## config.mk

```make
export PLATFORM = sky130hd
export DESIGN_NAME = neuron_layer_scheduler
export DESIGN_NICKNAME = d
export VERILOG_FILES = /design/src/rtl/neuron_layer_scheduler.sv
export SDC_FILE = /design/constraint.sdc
export NUM_CORES = 1
export LEC_CHECK = 0
export CAP_MARGIN = 40
export CORE_ASPECT_RATIO = 1.25
export CORE_MARGIN = 2
export CORE_UTILIZATION = 35
export DETAILED_ROUTE_END_ITERATION = 6
export GPL_TIMING_DRIVEN = 1
export HOLD_SLACK_MARGIN = 0.02
export PLACE_DENSITY = 0.61
export SETUP_SLACK_MARGIN = 0.3
export SLEW_MARGIN = 15
export SYNTH_ARGS = -nofsm -noshare
export SYNTH_HDL_FRONTEND = slang
export SYNTH_SLANG_ARGS = --single-unit
```

## constraint.sdc

```tcl
create_clock -name clk -period 3.6 [get_ports clk]
set_input_delay 1.08 -clock clk [delete_from_list [all_inputs] [get_ports clk]]
set_output_delay 1.08 -clock clk [all_outputs]
set_load 0.01 [all_outputs]
```

## src/rtl/neuron_layer_scheduler.sv

```systemverilog
// neuron_layer_scheduler
// Time-multiplexes one shared full_neuron datapath over NUM_NEURONS logical
// neurons. A per-neuron weight/bias bank is written through a config port
// while idle. One 4-element input vector is accepted per layer pass. The
// shared neuron is then evaluated once per logical neuron, and each
// registered result is streamed out under valid/ready back-pressure.
//
// Ports
//   clk, rst_n            clock, asynchronous active-low reset
//   in_valid/in_ready     input vector handshake
//   in_x0..in_x3          input vector elements (8b)
//   cfg_we/addr/sel/data  bank write: sel 0..3 = w0..w3, 4 = bias
//   cfg_err               one-cycle pulse after a dropped config write
//   nx*/nw*/nbias         operands driven to the shared full_neuron
//   neuron_result         combinational full_neuron output (18b)
//   out_valid/out_ready   result handshake
//   out_data/out_idx      registered result and its logical neuron index
//   out_last              result belongs to neuron NUM_NEURONS-1
//   layer_done            one-cycle pulse after the last result is taken
module neuron_layer_scheduler #(
    parameter  int NUM_NEURONS = 4,
    localparam int IDX_W       = (NUM_NEURONS > 1) ? $clog2(NUM_NEURONS) : 1
) (
    input  logic             clk,
    input  logic             rst_n,
    input  logic             in_valid,
    output logic             in_ready,
    input  logic [7:0]       in_x0,
    input  logic [7:0]       in_x1,
    input  logic [7:0]       in_x2,
    input  logic [7:0]       in_x3,
    input  logic             cfg_we,
    input  logic [IDX_W-1:0] cfg_addr,
    input  logic [2:0]       cfg_sel,
    input  logic [7:0]       cfg_data,
    output logic             cfg_err,
    output logic [7:0]       nx0,
    output logic [7:0]       nx1,
    output logic [7:0]       nx2,
    output logic [7:0]       nx3,
    output logic [7:0]       nw0,
    output logic [7:0]       nw1,
    output logic [7:0]       nw2,
    output logic [7:0]       nw3,
    output logic [7:0]       nbias,
    input  logic [17:0]      neuron_result,
    output logic             out_valid,
    input  logic             out_ready,
    output logic [17:0]      out_data,
    output logic [IDX_W-1:0] out_idx,
    output logic             out_last,
    output logic             layer_done
);

    typedef enum logic [1:0] {IDLE, RUN, EMIT} state_t;

    localparam logic [IDX_W-1:0] LAST_IDX = IDX_W'(NUM_NEURONS - 1);
    // One bit wider than an index so NUM_NEURONS itself is representable.
    localparam logic [IDX_W:0]   NUM_N    = (IDX_W + 1)'(NUM_NEURONS);

    state_t                              state;
    logic [IDX_W-1:0]                    idx;
    logic [3:0][7:0]                     x_lat;
    // Per neuron: entries 0..3 are w0..w3, entry 4 is the bias.
    logic [NUM_NEURONS-1:0][4:0][7:0]    bank;
    logic [4:0][7:0]                     cur;
    logic                                cfg_ok;

    // Select the bank entry of the neuron currently being scheduled. A
    // compare-based mux keeps non-power-of-two NUM_NEURONS free of
    // out-of-range reads.
    always_comb begin
        cur = '0;
        for (int n = 0; n < NUM_NEURONS; n++) begin
            if (idx == IDX_W'(n)) cur = bank[n];
        end
    end

    assign nx0   = x_lat[0];
    assign nx1   = x_lat[1];
    assign nx2   = x_lat[2];
    assign nx3   = x_lat[3];
    assign nw0   = cur[0];
    assign nw1   = cur[1];
    assign nw2   = cur[2];
    assign nw3   = cur[3];
    assign nbias = cur[4];

    // The bank only changes while idle, so a pass always sees one
    // consistent set of weights.
    assign cfg_ok = (state == IDLE) && ({1'b0, cfg_addr} < NUM_N) && (cfg_sel <= 3'd4);

    always_ff @(posedge clk or negedge rst_n) begin
        if (!rst_n) begin
            state      <= IDLE;
            idx        <= '0;
            x_lat      <= '0;
            bank       <= '0;
            out_data   <= '0;
            out_idx    <= '0;
            out_last   <= 1'b0;
            out_valid  <= 1'b0;
            cfg_err    <= 1'b0;
            layer_done <= 1'b0;
            in_ready   <= 1'b1;
        end else begin
            cfg_err    <= 1'b0;
            layer_done <= 1'b0;

            if (cfg_we) begin
                if (cfg_ok) begin
                    for (int n = 0; n < NUM_NEURONS; n++) begin
                        for (int s = 0; s < 5; s++) begin
                            if (cfg_addr == IDX_W'(n) && cfg_sel == 3'(s))
                                bank[n][s] <= cfg_data;
                        end
                    end
                end else begin
                    cfg_err <= 1'b1;
                end
            end

            case (state)
                IDLE: begin
                    if (in_valid && in_ready) begin
                        x_lat    <= {in_x3, in_x2, in_x1, in_x0};
                        idx      <= '0;
                        in_ready <= 1'b0;
                        state    <= RUN;
                    end
                end
                RUN: begin
                    // Operands were stable for the whole cycle; capture the
                    // shared neuron's answer for this logical neuron.
                    out_data  <= neuron_result;
                    out_idx   <= idx;
                    out_last  <= (idx == LAST_IDX);
                    out_valid <= 1'b1;
                    state     <= EMIT;
                end
                EMIT: begin
                    if (out_ready) begin
                        out_valid <= 1'b0;
                        if (out_last) begin
                            layer_done <= 1'b1;
                            in_ready   <= 1'b1;
                            state      <= IDLE;
                        end else begin
                            idx   <= idx + 1'b1;
                            state <= RUN;
                        end
                    end
                end
                default: begin
                    out_valid <= 1'b0;
                    in_ready  <= 1'b1;
                    state     <= IDLE;
                end
            endcase
        end
    end

endmodule

```

== Yosys cells after proc, flatten, opt, wreduce, memory -nomap -nowiden ==
Index checks and enable logic that the tools add are counted.
W data, S select, Z words.

* Add/subtract/negate cells: 1
* Reductions and logical operators: 52
* Equality and inequality tests: 16
* Order comparisons: 1
* Mux-type cells: 23
* Bitwise operators: 2

{| class="wikitable"
|+ Operator list
! cell !! number
|-
| $mux W40 || 4
|-
| $reduce_and A3 Y1 || 20
|-
| $logic_and A1 B1 Y1 || 22
|-
| $eq A2 B2 Y1 const B || 5
|-
| $mux W1 || 10
|-
| $mux W2 || 5
|-
| $reduce_and A4 Y1 || 2
|-
| $eq A2 B1 Y1 const B || 3
|-
| $eq A3 B2 Y1 const B || 2
|-
| $logic_not A2 Y1 || 3
|-
| $ne A2 B2 Y1 const B || 3
|-
| $pmux W1 S3 || 2
|-
| $pmux W2 S3 || 1
|-
| $reduce_and A2 Y1 || 3
|-
| $pmux W2 S2 || 1
|-
| $eq A3 B1 Y1 const B || 1
|-
| $eq A3 B3 Y1 const B || 1
|-
| $le A3 B3 Y1 const B || 1
|-
| $logic_not A3 Y1 || 1
|-
| $add A2 B1 Y2 const B || 1
|-
| $ne A2 B1 Y1 const B || 1
|-
| $not A1 Y1 || 2
|-
| $reduce_bool A2 Y1 || 1
|}

* Register bits after elaboration: 221
* Input bits: 68

== Depth between registers and ports, before layout ==
* Depth after elaboration: 5
* Mapped depth: 8
* Mapped depth without buffers: 5

== Worst setup path after synthesis ==
OpenSTA, ideal clock, no wires.

* Path kind: register to output
* Start point: reg idx[1]
* End point: out nw0[6]
* Path slack: 555 ps
* Path buffers: 3
* Arrival time: 1965 ps
* Cell stages (with the launch flop): 9
* Path through: dfrtp_1 > inv_1 > ha_1 > clkbuf_1 > nor2b_1 > clkbuf_1 > buf_1 > a221oi_1 > o31ai_1

* Word-level cells in the longest chain between the ends: 5
* Elaborated cells between the ends (all ways): 8
* Classes of those cells: 3 x eq/ne; 4 x mux; 1 x reduce/logical

{| class="wikitable"
|+ Ends and longest elaborated chain
! element !! RTL line !! text
|-
| start: declaration || 62 || <nowiki>logic [IDX_W-1:0] idx;</nowiki>
|-
| start signal: assignment || 149 || <nowiki>idx <= idx + 1'b1;</nowiki>
|-
| $logic_not A2 Y1 || 75 || <nowiki>if (idx == IDX_W'(n)) cur = bank[n];</nowiki>
|-
| $mux W40 (3 in a row) || 75 ||
|-
| $mux W40 (*) || 75 ||
|-
| end: declaration || 41 || <nowiki>output logic [7:0] nw0,</nowiki>
|}

Every way passes the cells marked *; elsewhere a longest branch is shown, timed or not.

== Worst setup path after layout ==
* Start point: reg idx[0]
* End point: out nw3[2]

* Word-level cells in the longest chain between the ends: 5
* Elaborated cells between the ends (all ways): 8
* Classes of those cells: 3 x eq/ne; 4 x mux; 1 x reduce/logical

{| class="wikitable"
|+ Ends and longest elaborated chain
! element !! RTL line !! text
|-
| $logic_not A2 Y1 || 75 ||
|-
| $mux W40 (3 in a row) || 75 ||
|-
| $mux W40 (*) || 75 ||
|-
| end: declaration || 44 || <nowiki>output logic [7:0] nw3,</nowiki>
|}

Marks and branches as above.

==> run_results.csv <==
group,metric,value,unit
min_path,hold-path-cell-count,1,
power_and_ir_drop,clkPwrFrac,26.0,%
clock_tree,clockBufferDepth,3,
final_layout,antenna_cells,0,
logic_synthesis,synthTopCellsByCount,"dfrtp_1, mux2_2, clkbuf_1",
logic_synthesis,synth_nets,787,
placement,port_buffers,164,
timing,layout_worst_path_cycle_share,94.6,%
logic_synthesis,ys_seq_area_share,57.4,%
min_path,worstHoldPathType,"reg2reg",
logic_synthesis,async_flop_share,100,%
timing,finalSetupTns,0,ns
timing,worst_pin_slew,0.887,ns
final_layout,drive_gt1_share,43.5,%
detailed_routing,routed_wl,25900,um
floorplanning,num_rows,67,
setup_path,arrival,2.33,ns
power_and_ir_drop,sw_frac_of_total,31.8,%
setup_path,worstSetupStartpointType,"flop",
setup_path,crit_cells,8,
floorplanning,start_util,35.8,%
logic_synthesis,synth_most_common_cell,"dfrtp_1",
logic_synthesis,ys_ff_latch,221,
timing,skew,0.00824,ns
setup_path,cp_top_family,"buffers and inverters",
outcome,status,"complete, no violations",
clock_tree,cts_root_buffer,"clkbuf_16",
placement,routabilityCongestion,0.751,
logic_synthesis,yosysTopAreaCell,"dfrtp_1",
timing,setup-violations-final,0,
placement,dp_hpwl,16200,um
timing,rsz0062_at_grt,"true",
power_and_ir_drop,p_leak,5.90,nW
clock_tree,cts_tree,"built",
final_layout,fin_nets,974,
setup_path,crit_path_cell_trace,"inv_4, ha_4, nor2b_4, buf_6, buf_16, a221oi_1, o31ai_1, buf_2",
clock_tree,clk_pin_slew,0.06,ns
power_and_ir_drop,combPwrFrac,39.4,%
floorplanning,io_pins,165,
clock_tree,clkLatencyLatePin,0.52,ns
logic_synthesis,synth_edf_count,0,
logic_synthesis,synth.avg_cell_area,13.5,um2
power_and_ir_drop,seqPwrFrac,34.6,%
power_and_ir_drop,ir_worst_vdd,0.000505,V
power_and_ir_drop,p_int,0.00712,W
setup_path,worst_ep_required_time,2.52,ns
floorplanning,fp.dieW,152,um
grt,grt_pass1_wl,40700,um
detailed_routing,drt_iter0_drc,315,
final_layout,fin_util,49.1,%
logic_synthesis,synth_cell_types,32,
timing,slew_violations,0,
floorplanning,coreArea,26900,um2
grt,antenna_found_initial,0,
detailed_routing,drc,0,
logic_synthesis,syn_area,9630,um2
power_and_ir_drop,switching_power,0.00332,W
logic_synthesis,synth-main-ff-cell,"dfrtp_1",
grt,grt.total_usage,17.8,%
placement,dpl_cell_area,11800,um2
floorplanning,die_h,189,um
detailed_routing,wl_per_cell,20.4,um
timing,fmax,294,MHz
timing,period_needed,3.41,ns
logic_synthesis,yosysTopAreaCellShare,57.1,%
detailed_routing,vias,6570,
clock_tree,cts_max_level,1,
floorplanning,dieArea,28900,um2
timing,hold_viol_final,0,
setup_path,worst-path-max-fanout,6,
setup_path,critPathKind,"reg2out",
setup_path,cp_slowest_cell,"dfrtp_2",
detailed_routing,ant_nets,0,
setup_path,r2r_cells,4,
grt,overflow,0,
logic_synthesis,ys_top_cells_by_area,"dfrtp_1, mux2_2, a221oi_1, o31ai_1, nor2b_1",
setup_path,crit_path_end_kind,"primary output",
final_layout,syn_to_final_growth,37.0,%
detailed_routing,viasPerCell,5.19,
final_layout,final_area,13200,um2
setup_path,cp_num_buf_inv,4,
logic_synthesis,ys_warn_count,0,
detailed_routing,dr.pass1.iters,4,
clock_tree,cts_buffers,26,
timing,relSlewSlack,40.7,%
logic_synthesis,synthCells,715,
power_and_ir_drop,power.density,791,nW/um2
grt,grt_pass1_vias,7048,
clock_tree,cts.sinks,221,
setup_path,crit_path_max_incr_delay,0.45,ns
grt,grt_max_degree,85,
flow_run,cap_violations,0,
==> worst paths after layout <==
| kind | start | to | slack (ns) |
|---|---|---|---|
| hold / removal | bank[133] | bank[133] | 0.49 |
| hold reg to reg | bank[133] | bank[133] | 0.49 |
| max in group asynchronous | rst_n | in_ready | 2.27 |
| setup reg to reg | state[0] | bank[109] | 1.35 |
| min in group asynchronous | rst_n | bank[128] | 0.52 |
| setup / recovery | idx[0] | nw3[2] | 0.19 |
==> logic make-up after synthesis <==
logic type,count (synthesis),synth area share (%)
DFF,221,57.4
adders and majority gates,4,0.520
muxes,213,24.9
AOI/OAI and AO/OA,91,7.39
and+or+nand+nor,121,7.10
buffers and inverters,65,2.68
==> layer usage <==
layer  vias up  GRT usage [%]  wire length, um
met1      3334           23.3            11100
li1       2980              -                -
met5         -              0                0
met2       211           29.5            12500
met3        45           4.37             1770
met4         0           4.82              551
==> timing repair <==
item                       CTS  global route
cloned                       2             1
hold buffers                 0             0
setup endpoints to repair   40            38
pin swaps                   31            15
setup buffers               11             7
gates resized for setup    189            37
==> through the flow <==
step	hold WS [ns]	total power [W]	setup WS (ns)	instances
3_5_place_dp	0.475	0.00722	0.166	1197
6_report	0.487	0.0104	0.193	1265
3_3_place_gp	0.471	0.00719	0.174	1195
4_1_cts	0.489	0.0102	0.161	1256
2_1_floorplan	0.458	0.00542	0.555	715
5_1_grt	0.511	0.0110	0.131	1265
==> area by class of cell <==
class                           count  area (um2)
Fill cell                        2353       13700
Sequential cell                   221        5530
Multi-Input combinational cell    429        4140
Timing Repair Buffer              220        2170
Clock buffer                       41         818
Tap cell                          345         432
Clock inverter                      5        80.1
Inverter                            4        20.0
==> registers in the layout, summed over array words and instances, names as in the netlist, 2 cells and up <==
signal    cells
bank        160
nx3           8
out_idx       2
out_data     18
idx           2
state         2
nx2           8
nx1           8
nx0           8
==> cells in the final DEF, fill, tap and decap left out, drive strengths merged, types with 3 or more instances in the layout <==
cell / n
o21ai: 5
clkdlybuf4s50: 123
ha: 4
dfrtp: 220
nand2: 45
nor3: 3
clkbuf: 44
o31ai: 39
nand4: 4
nor4bb: 3
nor2: 3
buf: 88
a21oi: 4
nand4b: 3
a221oi: 39
clkdlybuf4s15: 5
nand3: 9
mux2: 213
nor2b: 44
inv: 4
==> worst reg2reg max path, cell delays in order (launching register included) <==
cell and delay (ns):
dfrtp_1 0.54, nor4b_2 0.33, buf_4 0.23, nand4_1 0.55, mux2_2 0.49
==> power by group through the flow <==
stage	registers [W]	clock network [W]	logic, W
after global routing	0.00371	0.00289	0.00443
after global placement	0.00359	0	0.00359
final	0.00361	0.00271	0.00412
after CTS	0.00360	0.00278	0.00386
after floorplan	0.00362	0	0.00179
after detailed placement	0.00361	0	0.00361
Note: power is estimated with default switching activity, not from simulation.
